## src/rtl/if_fetch.sv

```systemverilog
// Instruction-fetch stage: assembles one 32-bit little-endian instruction from
// four byte reads and hands it to the IF/ID latch, holding the PC until done.
module if_fetch #(
  parameter int ADDR_W  = 32,
  parameter int STALL_W = 6
) (
  input  logic              clk_in,
  input  logic              rst_in,
  input  logic              rdy_in,
  input  logic [STALL_W-1:0] stall_in,
  input  logic [ADDR_W-1:0] pc_in,
  input  logic              pcJump_in,
  output logic              IF_mem_req_out,
  output logic [ADDR_W-1:0] IF_mem_addr_out,
  input  logic              mem_ack_in,
  input  logic [7:0]        mem_data_in,
  output logic [ADDR_W-1:0] IF_pc_out,
  output logic [31:0]       IF_inst_out,
  output logic              IF_valid_out,
  output logic              IF_stallReq_out
);

  typedef enum logic [2:0] {
    IDLE = 3'd0,
    F0   = 3'd1,
    F1   = 3'd2,
    F2   = 3'd3,
    F3   = 3'd4,
    DONE = 3'd5
  } state_t;

  state_t              state_r;
  logic [ADDR_W-1:0]   fetch_pc_r;
  logic [ADDR_W-1:0]   mem_addr_r;
  logic [ADDR_W-1:0]   pc_out_r;
  logic [31:0]         inst_buf_r;
  logic [31:0]         inst_out_r;
  logic                mem_req_r;
  logic                done_r;
  logic                unused_stall_s;

  // Only the IF/ID bit of the stall vector matters to this stage.
  assign unused_stall_s = ^{stall_in[STALL_W-1:2], stall_in[0]};

  // Fetch FSM; request/address/done are registered alongside the state so
  // the outputs never glitch, and the delivered word is latched separately
  // so it holds steady while the next fetch refills inst_buf_r.
  always_ff @(posedge clk_in or negedge rst_in) begin
    if (!rst_in) begin
      state_r    <= IDLE;
      fetch_pc_r <= {ADDR_W{1'b0}};
      mem_addr_r <= {ADDR_W{1'b0}};
      pc_out_r   <= {ADDR_W{1'b0}};
      inst_buf_r <= 32'h0000_0000;
      inst_out_r <= 32'h0000_0000;
      mem_req_r  <= 1'b0;
      done_r     <= 1'b0;
    end else if (rdy_in) begin
      if (pcJump_in) begin
        state_r    <= IDLE;
        mem_req_r  <= 1'b0;
        mem_addr_r <= {ADDR_W{1'b0}};
        done_r     <= 1'b0;
      end else begin
        case (state_r)
          IDLE: begin
            fetch_pc_r <= pc_in;
            mem_req_r  <= 1'b1;
            mem_addr_r <= pc_in;
            state_r    <= F0;
          end
          F0: begin
            if (mem_ack_in) begin
              inst_buf_r[7:0] <= mem_data_in;
              mem_addr_r      <= fetch_pc_r + ADDR_W'(1);
              state_r         <= F1;
            end
          end
          F1: begin
            if (mem_ack_in) begin
              inst_buf_r[15:8] <= mem_data_in;
              mem_addr_r       <= fetch_pc_r + ADDR_W'(2);
              state_r          <= F2;
            end
          end
          F2: begin
            if (mem_ack_in) begin
              inst_buf_r[23:16] <= mem_data_in;
              mem_addr_r        <= fetch_pc_r + ADDR_W'(3);
              state_r           <= F3;
            end
          end
          F3: begin
            if (mem_ack_in) begin
              inst_buf_r[31:24] <= mem_data_in;
              inst_out_r        <= {mem_data_in, inst_buf_r[23:0]};
              pc_out_r          <= fetch_pc_r;
              mem_req_r         <= 1'b0;
              mem_addr_r        <= {ADDR_W{1'b0}};
              done_r            <= 1'b1;
              state_r           <= DONE;
            end
          end
          DONE: begin
            if (!stall_in[1]) begin
              done_r  <= 1'b0;
              state_r <= IDLE;
            end
          end
          default: begin
            mem_req_r  <= 1'b0;
            mem_addr_r <= {ADDR_W{1'b0}};
            done_r     <= 1'b0;
            state_r    <= IDLE;
          end
        endcase
      end
    end
  end

  assign IF_mem_req_out  = mem_req_r;
  assign IF_mem_addr_out = mem_addr_r;
  assign IF_pc_out       = pc_out_r;
  assign IF_inst_out     = inst_out_r;
  // A flush must both kill delivery and release the PC within the same cycle.
  assign IF_valid_out    = done_r & ~pcJump_in;
  assign IF_stallReq_out = ~done_r & ~pcJump_in;

endmodule

```

## config.mk

```make
export PLATFORM = sky130hd
export DESIGN_NAME = if_fetch
export DESIGN_NICKNAME = d
export VERILOG_FILES = /design/src/rtl/if_fetch.sv
export SDC_FILE = /design/constraint.sdc
export NUM_CORES = 1
export LEC_CHECK = 0
export BUFFER_PORTS_ARGS = -buffer_cell sky130_fd_sc_hd__buf_2
export CAP_MARGIN = 25
export CORE_MARGIN = 8
export CORE_UTILIZATION = 50
export CTS_CLUSTER_SIZE = 28
export DETAILED_ROUTE_END_ITERATION = 6
export HOLD_SLACK_MARGIN = 0.1
export PLACE_DENSITY_LB_ADDON = 0.15
export SLEW_MARGIN = 30
export SYNTH_ARGS = -nofsm -noshare
export SYNTH_HDL_FRONTEND = slang
export SYNTH_SLANG_ARGS = --single-unit
```

## constraint.sdc

```tcl
create_clock -name clk_in -period 3 [get_ports clk_in]
set_input_delay 0.15 -clock clk_in [delete_from_list [all_inputs] [get_ports clk_in]]
set_output_delay 0.15 -clock clk_in [all_outputs]
set_load 0.005 [all_outputs]
```

After elaboration in Yosys (flattened, before gate mapping)
Cells that the tools add are included.
- bits in registers: 157
- eq/ne operators: 13
- multiplexer cells: 20
- bitwise logic cells: 4
- add/sub/neg operators: 3
- reductions and logical operators: 12
- operator list (cell ; count):
    32-bit one-hot mux with 6 select lines ; 1
    32-bit two-way mux ; 5
    32-bit by 2-bit adder with 32-bit output (second input constant) ; 2
    32-bit by 1-bit adder with 32-bit output (second input constant) ; 1
    4-bit AND reduction ; 5
    3-bit two-way mux ; 6
    3-bit one-hot mux with 6 select lines ; 1
    3-bit != test (second input constant) ; 5
    6-bit AND reduction ; 2
    4-bit OR reduction ; 2
    3-bit by 2-bit equality test with 1-bit output (second input constant) ; 2
    3-bit equality test (second input constant) ; 2
    1-bit one-hot mux with 3 select lines ; 2
    3-bit AND reduction ; 2
    1-bit two-way mux ; 5
    2-bit by 1-bit != test with 1-bit output (second input constant) ; 2
    3-bit by 1-bit equality test with 1-bit output (second input constant) ; 1
    3-bit logical NOT ; 1
    1-bit AND ; 2
    2-bit != test (second input constant) ; 1
    1-bit inverter ; 2

Logic depth before layout (Yosys ltp)
- word-level depth: 4
- mapped depth: 9
- depth with buffers taken out: 8

Least setup slack after synthesis
No wires, ideal clock.
- path kind: register -> register
- start point: register state_r[2]
- end point: register mem_addr_r[20], in the netlist IF_mem_addr_out[20]
- buffers on the path: 1
- arrival time: 2.133 ns
- slack: 0.740 ns
- required time: 2.873 ns
- period minus slack after synthesis: 2.260 ns
- cell stages (with the launch flop): 10
- cell sequence: dfrtp_1 buf_2 nand3b_1 xnor2_1 ha_1 inv_1 a2111oi_2 nand3_1 a221oi_1 o21ai_1
- cells in the longest elaborated chain, start to end: 3
- ends and longest elaborated chain (element ; RTL line ; RTL):
    start: declaration ; 32 ; state_t state_r;
    start signal: assignment ; 50 ; state_r <= IDLE;
    start signal: assignment ; 60 ; state_r <= IDLE;
    start signal: assignment ; 70 ; state_r <= F0;
    3-bit by 1-bit equality test with 1-bit output, or another cell as far along ; 65 ; case (state_r)
    3-bit != test (no source line), or another cell as far along ; -- ;
    6-bit AND reduction (no source line) or 32-bit two-way mux (tied branches) ; -- ;
    end signal: assignment ; 62 ; mem_addr_r <= {ADDR_W{1'b0}};
    end signal: assignment ; 69 ; mem_addr_r <= pc_in;
    end signal: assignment ; 75 ; mem_addr_r <= fetch_pc_r + ADDR_W'(1);
    end: declaration ; 34 ; logic [ADDR_W-1:0] mem_addr_r;
Parallel ways exist; a longest one is shown, timed or not.
A chain may end at the register's enable or synchronous reset.

Final worst setup path
- start point: register fetch_pc_r[1]
- end point: register mem_addr_r[24], in the netlist IF_mem_addr_out[24]
- cells in the longest elaborated chain, start to end: 4
- ends and longest elaborated chain (element ; RTL line ; RTL):
    start: declaration ; 33 ; logic [ADDR_W-1:0] fetch_pc_r;
    start signal: assignment ; 51 ; fetch_pc_r <= {ADDR_W{1'b0}};
    start signal: assignment ; 67 ; fetch_pc_r <= pc_in;
    32-bit by 2-bit adder with 32-bit output, or another cell as far along ; 89 ; mem_addr_r <= fetch_pc_r + ADDR_W'(3);
    32-bit two-way mux, on equally long branches ; 87, 73, 80 ;
    32-bit one-hot mux with 6 select lines * ; 65 ;
    32-bit two-way mux * ; 59 ; if (pcJump_in) begin
    end signal: assignment ; 62 ;
    end signal: assignment ; 69 ;
    end signal: assignment ; 89 ;
Mark *: on every way between the ends. The rest lies on a longest branch, timed or not. The select of a mux whose other input is x is not followed.

==> metrics.cfg <==
[status]
status=finished clean

[floorplan]
start_util_pct=50.95
ios=150
die_width_um=140.2
chipHeight_um=140.2
core_area_um2=15150
die_area_um2=19660
fp-row-count=45

[critical_path]
rr_worst_depth=5
crit_path_end_kind=flop
cp_max_fo=13
r2r_slack_ns=0.55
worstPathArrival_ns=2.75
r2r-end=IF_mem_addr_out[24]$_DFFE_PN0P_
critPathLaunch=fetch_pc_r[1]$_DFFE_PN0P_
cp-start-kind=flop
r2r_start=fetch_pc_r[1]$_DFFE_PN0P_
cp_data_required_time_ns=3.30
criticalPathCategory=reg2reg

[routing]
postRouteAntennaNets=0
dr.pass1.iters=6
met3WireLength_um=1712
drtIter0Drc=584
vias=6326
wl_per_cell_um=19.91
met2_length_um=10170
viasPerCell=5.940
drc=0
routed_wl_um=21200
m1WireLength_um=8952
highest-signal-layer=met4

[yosys]
yosysTopAreaCellShare_pct=50.92
synth_cells=690
synth_ff_type=dfrtp_1
netlist_area_um2=7716
synth_edf_count=0
async_flop_share_pct=100.0
yosysWarnings=0
synth_fp_nets=743
ys_seq_elements=157
synthTopCellsByArea=dfrtp_1 51%, mux2_2 15%, nand2_1 3.3%
yosys.area.top_type=dfrtp_1
synth-seq-area-share_pct=50.92
synth.avg_cell_area_um2=11.18
ys_types=72

[timing]
relSlewSlack_pct=37.28
period_share_pct=81.74
grt_setup_unrepaired=false
fmax_mhz=407.8
tightest_slew_ns=0.9286
tns_ns=0
whs_ns=0.1216
final-hold-violation-count=0
slew_violations=0
fin_skew_ns=0.006757
setup_viol=0
post-route-min-period_ns=2.452

[placement]
place_congestion=0.9006
hpwlAfterDp_um=14460
io_buffers=144

[clock_tree]
ctsHoldBuffers=43
worstSkewPairLatency_ns=0.43
cts_buffer_depth=2
htreeDepth=4
cts_buffers=17
cts_setup_buffers=0
ctsResizeCount=0
cts_tree=done
cts_sinks=157
clock-root-buffer=clkbuf_16
path_clk_slew_ns=0.06

[global_routing]
grt_antenna_before_repair=0
grt_pass1_vias=6631
grt_usage_pct=22.35
grt_start_max_net_pins=73
grt_overflow_total=0
grt_pass1_wl_um=35130

[cells_and_area]
nets=916
nFillCells=1184
drive_gt1_share_pct=36.30
seq_area_um2=3929
area_growth_pct=26.46
multiInputGateArea_um2=3535

[pwr]
peakVddDrop_uv=498.4
p_leak_nw=4.537
power_per_cell_area_nw_per_um2=970.2

[job]
cap_violations=0

[min_path]
whs_path_depth=4
min-delay-start=rdy_in
hp-class=in2reg
holdPathEnd=done_r$_DFFE_PN0P_

[synthesized netlist by cell type (3+ instances only)]
cell type  count
a211oi_1       3
a21oi_1       21
a221o_1        6
a221oi_1       4
a22oi_1       26
and3_1         7
buf_1          4
buf_2         19
clkbuf_1      28
dfrtp_1      157
inv_1         10
mux2_2       105
mux2i_1        3
nand2_1       68
nand3_1       17
nand4_1       20
nor2_1        21
nor2b_1        4
nor3_1        12
nor3b_1        3
nor4_1         9
o211ai_1       5
o21ai_0       30
o21ai_1        3
o221ai_1      11
o31ai_1        3
xnor2_1       13
xor2_1        16
[metal layers]
metal | GRT usage, % | up-vias
li1 | - | 2909
met3 | 6.660 | 39
met5 | 0 | -
met4 | 7.829 | 0
met2 | 36.31 | 257
met1 | 27.84 | 3121
[metrics by stage]
| stage | area (um^2) | worst slack (ns) | cells | power [mW] | util [%] |
|---|---|---|---|---|---|
| CTS | 9756 | 0.5737 | 1064 | 9.513 | 64.41 |
| detailed placement | 8662 | 0.5880 | 989 | 7.006 | 57.19 |
| finish | 9758 | 0.5478 | 1065 | 9.468 | 64.43 |
| global route | 9756 | 0.4024 | 1064 | 10.08 | 64.41 |
| global placement | 8662 | 0.6386 | 989 | 6.881 | 57.19 |
| floorplan | 7716 | 0.7401 | 690 | 5.721 | - |
[cell usage in the layout (no fill, tap or decap), drive strengths merged, types with 4 or more instances in the layout]
master | synthesis | final
buf | 25 | 165
dfrtp | 157 | 157
mux2 | 105 | 105
nand2 | 68 | 68
dlygate4sd3 | 0 | 43
o21ai | 33 | 33
a22oi | 26 | 26
a21oi | 21 | 21
nor2 | 21 | 21
nand4 | 21 | 21
clkbuf | 29 | 21
nand3 | 18 | 18
xor2 | 16 | 16
nor3 | 14 | 14
xnor2 | 13 | 13
inv | 11 | 12
nor4 | 12 | 12
o221ai | 11 | 11
and3 | 7 | 7
a221o | 6 | 6
bufinv | 0 | 6
o211ai | 5 | 5
nor2b | 4 | 4
a221oi | 4 | 4
nor3b | 4 | 4
clkinv | 0 | 4
[registers in the layout, summed over array words and instances (netlist names)]
signal           count
IF_pc_out           32
IF_mem_addr_out     32
done_r               1
IF_mem_req_out       1
inst_buf_r          24
fetch_pc_r          32
IF_inst_out         32
state_r              3
[worst max-delay path: stages (launching register included)]
cell,delay [ns]
dfrtp_1,0.61
nand3_2,0.22
or4_4,0.65
or4b_4,0.55
mux2i_1,0.18
o211ai_1,0.11
[cells by family (layout without fill, tap and decap cells)]
group | Yosys count | count (layout) | share of synthesized area (%)
XOR/XNOR | 29 | 29 | 3.292
AO/OA/AOI/OAI | 143 | 143 | 13.20
multiplexers | 108 | 108 | 15.71
AND/OR/NAND/NOR | 186 | 186 | 12.92
buffers and inverters | 65 | 251 | 3.632
flip-flops | 157 | 157 | 50.92
adder cells (fa/ha/maj) | 2 | 2 | 0.3243
other | 0 | 1 | 0
[power breakdown]
group	internal (mW)	total [mW]	switching, mW
clock network	1.58	2.43	0.844
registers	3.01	3.93	0.921
logic	1.56	3.11	1.55
total	6.15	9.47	3.31
[worst max path at each step]
stage / cells after the start / slack, ns / to
floorplan: 9 / 0.74 / IF_mem_addr_out[20]$_DFFE_PN0P_
global route: 5 / 0.40 / IF_mem_addr_out[24]$_DFFE_PN0P_
detailed placement: 5 / 0.59 / IF_mem_addr_out[24]$_DFFE_PN0P_
CTS: 5 / 0.57 / IF_mem_addr_out[24]$_DFFE_PN0P_
finish: 5 / 0.55 / IF_mem_addr_out[24]$_DFFE_PN0P_
global placement: 5 / 0.64 / IF_mem_addr_out[24]$_DFFE_PN0P_
[cell type report]
type	instances	share of cell area, %
clock inverters	11	2.180
inverters	11	0.4231
diodes	1	0.02564
well taps	188	2.411
flip-flops and latches	157	40.26
clock buffers	21	4.616
repair buffers	208	13.86
multi-input cells	468	36.22
No activity file was read; power rests on OpenSTA's default activity.
